### config.mk
export PLATFORM = sky130hd
export DESIGN_NAME = mips_multicycle_ctrl
export DESIGN_NICKNAME = d
export VERILOG_FILES = /design/src/rtl/mips_ctrl_pkg.sv /design/src/rtl/mips_alu_decoder.sv /design/src/rtl/mips_multicycle_ctrl.sv
export SDC_FILE = /design/constraint.sdc
export NUM_CORES = 1
export LEC_CHECK = 0
export CELL_PAD_IN_SITES_DETAIL_PLACEMENT = 1
export CELL_PAD_IN_SITES_GLOBAL_PLACEMENT = 2
export CORE_MARGIN = 2
export CORE_UTILIZATION = 30
export DETAILED_ROUTE_END_ITERATION = 16
export PLACE_DENSITY = 0.93
export SYNTH_ARGS = -nofsm -noshare
export SYNTH_HDL_FRONTEND = slang
export SYNTH_SLANG_ARGS = --single-unit
### constraint.sdc
create_clock -name clk -period 4.7 [get_ports clk]
set_input_delay 0.94 -clock clk [delete_from_list [all_inputs] [get_ports clk]]
set_output_delay 0.94 -clock clk [all_outputs]
set_load 0.01 [all_outputs]
### src/rtl/mips_ctrl_pkg.sv
// Shared constants for the multi-cycle MIPS controller: opcodes, functs, ALU codes, FSM states.
// The optional MEM_WAIT_EN macro is consumed by the top-level controller, not here.
package mips_ctrl_pkg;

  localparam logic [5:0] OpRtype = 6'h00;
  localparam logic [5:0] OpJ     = 6'h02;
  localparam logic [5:0] OpBeq   = 6'h04;
  localparam logic [5:0] OpBne   = 6'h05;
  localparam logic [5:0] OpAddi  = 6'h08;
  localparam logic [5:0] OpAndi  = 6'h0C;
  localparam logic [5:0] OpOri   = 6'h0D;
  localparam logic [5:0] OpLw    = 6'h23;
  localparam logic [5:0] OpSw    = 6'h2B;

  localparam logic [5:0] FnAdd = 6'h20;
  localparam logic [5:0] FnSub = 6'h22;
  localparam logic [5:0] FnAnd = 6'h24;
  localparam logic [5:0] FnOr  = 6'h25;
  localparam logic [5:0] FnXor = 6'h26;

  localparam logic [2:0] AluAdd = 3'd0;
  localparam logic [2:0] AluSub = 3'd1;
  localparam logic [2:0] AluAnd = 3'd2;
  localparam logic [2:0] AluOr  = 3'd3;
  localparam logic [2:0] AluXor = 3'd5;

  typedef enum logic [2:0] {
    StFetch  = 3'd0,
    StDecode = 3'd1,
    StExec   = 3'd2,
    StMem    = 3'd3,
    StWb     = 3'd4,
    StTrap   = 3'd7
  } state_e;

endpackage

### src/rtl/mips_alu_decoder.sv
// Combinational opcode/funct decoder producing ALU operation, operand/write selects and an
// illegal-instruction flag.
module mips_alu_decoder
  import mips_ctrl_pkg::*;
#(
  parameter int unsigned ALUOP_W = 8
) (
  input  logic [5:0]         opcode_i,
  input  logic [5:0]         funct_i,
  output logic [ALUOP_W-1:0] alu_op_o,
  output logic               alu_src_o,
  output logic               reg_dst_o,
  output logic               mem_to_reg_o,
  output logic               illegal_o
);

  logic [2:0] code;

  always_comb begin
    code         = AluAdd;
    alu_src_o    = 1'b0;
    reg_dst_o    = 1'b0;
    mem_to_reg_o = 1'b0;
    illegal_o    = 1'b0;
    case (opcode_i)
      OpRtype: begin
        reg_dst_o = 1'b1;
        case (funct_i)
          FnAdd:   code = AluAdd;
          FnSub:   code = AluSub;
          FnAnd:   code = AluAnd;
          FnOr:    code = AluOr;
          FnXor:   code = AluXor;
          default: begin
            reg_dst_o = 1'b0;
            illegal_o = 1'b1;
          end
        endcase
      end
      OpAddi: begin
        code      = AluAdd;
        alu_src_o = 1'b1;
      end
      OpAndi: begin
        code      = AluAnd;
        alu_src_o = 1'b1;
      end
      OpOri: begin
        code      = AluOr;
        alu_src_o = 1'b1;
      end
      OpLw: begin
        code         = AluAdd;
        alu_src_o    = 1'b1;
        mem_to_reg_o = 1'b1;
      end
      OpSw: begin
        code      = AluAdd;
        alu_src_o = 1'b1;
      end
      OpBeq, OpBne: code = AluSub;
      OpJ:          code = AluAdd;
      default:      illegal_o = 1'b1;
    endcase
  end

  assign alu_op_o = ALUOP_W'(code);

endmodule

### src/rtl/mips_multicycle_ctrl.sv
// Multi-cycle FETCH/DECODE/EXEC/MEM/WB controller for the shared MIPS datapath.
// Define MEM_WAIT_EN to make MEM wait on mem_ready; otherwise MEM is a single cycle.
module mips_multicycle_ctrl
  import mips_ctrl_pkg::*;
#(
  parameter int unsigned CNT_W   = 32,
  parameter int unsigned ALUOP_W = 8
) (
  input  logic               clk,
  input  logic               reset,
  input  logic [31:0]        instr,
  input  logic               zero,
  input  logic               mem_ready,
  input  logic               stall,
  output logic [ALUOP_W-1:0] ALUop,
  output logic               alu_src,
  output logic               reg_dst,
  output logic               mem_to_reg,
  output logic               wren,
  output logic               mem_read,
  output logic               mem_write,
  output logic               instr_load,
  output logic               pc_write,
  output logic               branch_taken,
  output logic               jump_taken,
  output logic               trap,
  output logic [2:0]         state,
  output logic [CNT_W-1:0]   retired
);

  state_e             state_q, state_d;
  logic [5:0]         opcode_q, opcode_d, funct_q, funct_d;
  logic [ALUOP_W-1:0] aluop_q, aluop_d;
  logic               alu_src_q, alu_src_d, reg_dst_q, reg_dst_d, mem_to_reg_q, mem_to_reg_d;
  logic [CNT_W-1:0]   retired_q, retired_d;

  logic [ALUOP_W-1:0] dec_aluop;
  logic               dec_alu_src, dec_reg_dst, dec_mem_to_reg, dec_illegal;
  logic               mem_done;
  logic               s_wren, s_mem_read, s_mem_write, s_instr_load, s_pc_write, s_branch, s_jump;
  logic               strobe_en;

  mips_alu_decoder #(
    .ALUOP_W(ALUOP_W)
  ) u_dec (
    .opcode_i    (opcode_q),
    .funct_i     (funct_q),
    .alu_op_o    (dec_aluop),
    .alu_src_o   (dec_alu_src),
    .reg_dst_o   (dec_reg_dst),
    .mem_to_reg_o(dec_mem_to_reg),
    .illegal_o   (dec_illegal)
  );

`ifdef MEM_WAIT_EN
  assign mem_done = mem_ready;
`else
  logic unused_mem_ready;
  assign unused_mem_ready = mem_ready;
  assign mem_done         = 1'b1;
`endif

  logic unused_instr;
  assign unused_instr = ^instr[25:6];

  always_comb begin
    state_d      = state_q;
    opcode_d     = opcode_q;
    funct_d      = funct_q;
    aluop_d      = aluop_q;
    alu_src_d    = alu_src_q;
    reg_dst_d    = reg_dst_q;
    mem_to_reg_d = mem_to_reg_q;
    s_wren       = 1'b0;
    s_mem_read   = 1'b0;
    s_mem_write  = 1'b0;
    s_instr_load = 1'b0;
    s_pc_write   = 1'b0;
    s_branch     = 1'b0;
    s_jump       = 1'b0;
    case (state_q)
      StFetch: begin
        s_instr_load = 1'b1;
        opcode_d     = instr[31:26];
        funct_d      = instr[5:0];
        state_d      = StDecode;
      end
      StDecode: begin
        aluop_d      = dec_aluop;
        alu_src_d    = dec_alu_src;
        reg_dst_d    = dec_reg_dst;
        mem_to_reg_d = dec_mem_to_reg;
        state_d      = dec_illegal ? StTrap : StExec;
      end
      StExec: begin
        case (opcode_q)
          OpBeq: begin
            s_pc_write = 1'b1;
            s_branch   = zero;
            state_d    = StFetch;
          end
          OpBne: begin
            s_pc_write = 1'b1;
            s_branch   = ~zero;
            state_d    = StFetch;
          end
          OpJ: begin
            s_pc_write = 1'b1;
            s_jump     = 1'b1;
            state_d    = StFetch;
          end
          OpLw, OpSw: state_d = StMem;
          default:    state_d = StWb;
        endcase
      end
      StMem: begin
        if (opcode_q == OpLw) begin
          s_mem_read = 1'b1;
          if (mem_done) state_d = StWb;
        end else begin
          s_mem_write = 1'b1;
          if (mem_done) begin
            s_pc_write = 1'b1;
            state_d    = StFetch;
          end
        end
      end
      StWb: begin
        s_wren     = 1'b1;
        s_pc_write = 1'b1;
        state_d    = StFetch;
      end
      StTrap:  state_d = StTrap;
      default: state_d = StFetch;
    endcase

    // A stalled cycle must leave every register untouched so the step replays afterwards.
    if (stall) begin
      state_d      = state_q;
      opcode_d     = opcode_q;
      funct_d      = funct_q;
      aluop_d      = aluop_q;
      alu_src_d    = alu_src_q;
      reg_dst_d    = reg_dst_q;
      mem_to_reg_d = mem_to_reg_q;
    end
  end

  // Gating with reset keeps instr_load low while the FSM sits in FETCH under reset.
  assign strobe_en    = reset & ~stall;
  assign wren         = s_wren & strobe_en;
  assign mem_read     = s_mem_read & strobe_en;
  assign mem_write    = s_mem_write & strobe_en;
  assign instr_load   = s_instr_load & strobe_en;
  assign pc_write     = s_pc_write & strobe_en;
  assign branch_taken = s_branch & strobe_en;
  assign jump_taken   = s_jump & strobe_en;

  assign retired_d = retired_q + CNT_W'(pc_write);

  always_ff @(posedge clk or negedge reset) begin
    if (!reset) begin
      state_q      <= StFetch;
      opcode_q     <= '0;
      funct_q      <= '0;
      aluop_q      <= '0;
      alu_src_q    <= 1'b0;
      reg_dst_q    <= 1'b0;
      mem_to_reg_q <= 1'b0;
      retired_q    <= '0;
    end else begin
      state_q      <= state_d;
      opcode_q     <= opcode_d;
      funct_q      <= funct_d;
      aluop_q      <= aluop_d;
      alu_src_q    <= alu_src_d;
      reg_dst_q    <= reg_dst_d;
      mem_to_reg_q <= mem_to_reg_d;
      retired_q    <= retired_d;
    end
  end

  // Selects become visible in DECODE itself, then come from the held copies.
  assign ALUop      = (state_q == StDecode) ? dec_aluop : aluop_q;
  assign alu_src    = (state_q == StDecode) ? dec_alu_src : alu_src_q;
  assign reg_dst    = (state_q == StDecode) ? dec_reg_dst : reg_dst_q;
  assign mem_to_reg = (state_q == StDecode) ? dec_mem_to_reg : mem_to_reg_q;

  assign trap    = (state_q == StTrap);
  assign state   = state_q;
  assign retired = retired_q;

endmodule
==> summary.txt <==
Timing
  – Final setup vio count: 0
  – Fin. Hold Viols: 0
  – Worst Clk Skew: between 10 and 15 ps
  – RSZ-0062 raised after global routing: false
  – Slew Viols, Final: 0
  – Timing-limited maximum frequency: 0.258 GHz
  – Setup tns final: 0 ps
  – Slew margin rel.: 48.9%
  – Hold WS: 479 ps
  – Crit share post-route: around 83%
  – Min Tclk post-route: 3880 ps
  – Worst-Margin Slew: 767 ps

Floorplan
  – Core area: around 8800 um^2
  – I/O pin total: 91
  – Die area: 9880 um^2
  – Starting Density: 31.2%
  – Die height: 99.4 um
  – Die width: slightly below 100 um
  – Cell row count: 34

Pwr
  – Ratio of total power to cell area: 436 nW/um^2
  – Peak VDD IR: between 0.2 and 0.25 mV
  – Design Power: 1.63 mW
  – Leakage: roughly 1.6 nW

Global route
  – All-Layer GR Usage: 15.0%
  – Total grt overflow: 0
  – Global-route wire length before repair: 11.7 mm
  – Pin count of the biggest net entering global routing: 61
  – Vias in the first global route: around 2.3k
  – Initial antenna violation count: 0

Finish
  – Layout Area Growth over Synthesis: 37.1%
  – Core Util, Final: between 40% and 50%
  – Cell Count, Final, Fillers Out: around 440
  – # fillers: around 1k
  – Layout cells sized above 1: 11.0%
  – Ant. Diodes: 0
  – Commonest non-fill, non-tap cell in the layout: clkdlybuf4s50_1
  – Most frequent cells in the layout: clkdlybuf4s50_1, dfrtp_1, nand2_1, xnor2_1, nand3_1
  – Final nets: 370

Synth
  – Synth top area share: 53.1%
  – Cells after Synth: 256
  – Register area share after synthesis: between 50% and 60%
  – Synthesized flop and latch total: 58
  – Ys Warns: 0
  – Cell Area, Synth: 2730 um^2
  – Post-synth top flop: dfrtp_1
  – Asr flop ratio synth: between 90% and 100%
  – Post-synth EDFFs: 0
  – Unique cell type count in the Yosys netlist: 39
  – Area leader, netlist: dfrtp_1
  – Synthesized Nets: 295
  – Avg Inst Size Synth: 10.7 um^2
  – Top cells by area, synth: dfrtp_1, xnor2_1, mux2_2

Clock tree
  – Hold Buf Count CTS: 0
  – CTS tree: built
  – Resized Gates After CTS: 0
  – H-tree Lvls: 3
  – Clock Latency Late Sink: 330 ps
  – Clock buffer depth: 2
  – Total CTS buffers: 9
  – Clock sink count: 58
  – Post-CTS setup buffer count: 0
  – Root Buffer: clkbuf_8
  – Clock-pin slew on the worst setup and hold paths: 70 ps

Setup path
  – Buffers and inverters on the worst path: 2
  – CP Max Fanout: 3
  – Data arrival time of the critical path: 2940 ps
  – CP Launch Type: primary input
  – Cells along the critical path: clkdlybuf4s50_1 > nor2_1 > nand3_1 > or3_1 > nor3_1 > clkdlybuf4s50_1
  – Crit path max-delay family: buffers and inverters
  – WS Path Type: in -> out
  – Top cell by count, worst path: clkdlybuf4s50_1
  – Worst path max stage delay: 590 ps
  – CP Capture Type: primary output
  – Critical path's slowest cell: clkdlybuf4s50_1
  – Req. time, crit path: roughly 3800 ps

Outcome
  – Status: complete, no violations

Route
  – Vias/cell: 4.92
  – DR vias: 2178
  – # DRC: 0
  – Routed WL: 6.97 mm
  – Starting DRT DRC Count: 38
  – 1st-pass router iterations: 4
  – Detailed-route wire length per cell: 15.7 um
  – Routed Antenna Nets: 0

Job
  – Maxcap violations: 0

Place
  – Placed cell count: 428
  – PortBufs: between 60 and 70
  – Hpwl dp: 4.96 mm
  – Gpl congestion: 0.761

Hold path
  – Hold Crit Class: reg -> reg
-- synthesized netlist by cell type, drive strengths merged (2+ instances only) --
| master | count |
|---|---|
| nand3 | 17 |
| nand2b | 4 |
| and3 | 6 |
| and2 | 12 |
| inv | 5 |
| nor2 | 14 |
| ha | 2 |
| xnor2 | 22 |
| nand2 | 22 |
| mux2i | 2 |
| nor3 | 8 |
| nor2b | 2 |
| and4 | 3 |
| or3 | 3 |
| nand4 | 6 |
| clkbuf | 8 |
| xor2 | 9 |
| a21oi | 5 |
| mux2 | 12 |
| dfrtp | 58 |
| nor4 | 7 |
| o21ai | 14 |
-- per-layer routing --
layer | part of all wire (%) | routed length (um) | global-route usage (%)
met4 | 0.79 | 55 | 3.79
met5 | 0 | 0 | 0
met1 | 45 | 3110 | 19.2
met3 | 4.5 | 311 | 4.78
met2 | 50 | 3490 | 24.6
-- cells by family after synthesis --
family | synth area share, %
xor gates and xnor gates | 9.94
and+or+nand+nor | 22.3
buffers and inverters | 1.79
adders and majority gates | 0.916
AOI/OAI and AO/OA | 6.23
DFF | 53.1
muxes | 5.68
-- path summary, 6_finish.rpt --
check / startpoint / to / slack (ps) / cells after the start
worst max-delay path: stall / branch_taken / 820 / 6
max in group asynchronous: reset / retired[14] / 3350 / 2
worst min-delay path: aluop_q[3] / aluop_q[3] / 480 / 1
min in group asynchronous: reset / retired[26] / 840 / 2
worst max register to register: opcode_q[0] / retired[22] / 990 / 11
worst min register to register: aluop_q[3] / aluop_q[3] / 480 / 1
-- flip-flops by register name, indices dropped and copies added (netlist names) --
| signal | cells |
|---|---|
| retired | 32 |
| state | 3 |
| alu_src_q | 1 |
| reg_dst_q | 1 |
| funct_q | 6 |
| mem_to_reg_q | 1 |
| opcode_q | 6 |
| aluop_q | 8 |
-- power by group --
part	leakage, nW	switching (mW)	internal (mW)	total [mW]
registers	0.767	0.127	0.592	0.719
logic	0.705	0.207	0.253	0.460
clock network	0.0941	0.200	0.254	0.454
-- cell type report --
type	count	area (um^2)	share of cell area, %
multi-input cells	185	1240	33.1
well taps	108	135	3.61
clock buffers	10	138	3.68
repair buffers	72	708	18.9
clock inverters	5	55.1	1.47
flip-flops and latches	58	1450	38.8
inverters	5	18.8	0.501
-- stage by stage --
step | setup slack [ps] | cell area (um^2)
2_1_floorplan | 1230 | 2730
3_3_place_gp | 771 | 3550
3_5_place_dp | 625 | 3550
4_1_cts | 781 | 3740
5_1_grt | 632 | 3740
6_report | 820 | 3740
-- worst reg2reg max path: stages, from the launching register on --
cell and delay (ps):
dfrtp_1 450, or3b_2 510, a21oi_1 290, mux2i_1 140, o21bai_1 210, ha_1 260
ha_1 200, and3_1 230, nand4_1 300, nor4_1 650, nand3_1 220, xnor2_1 170
(Power assumes the default switching activity.)
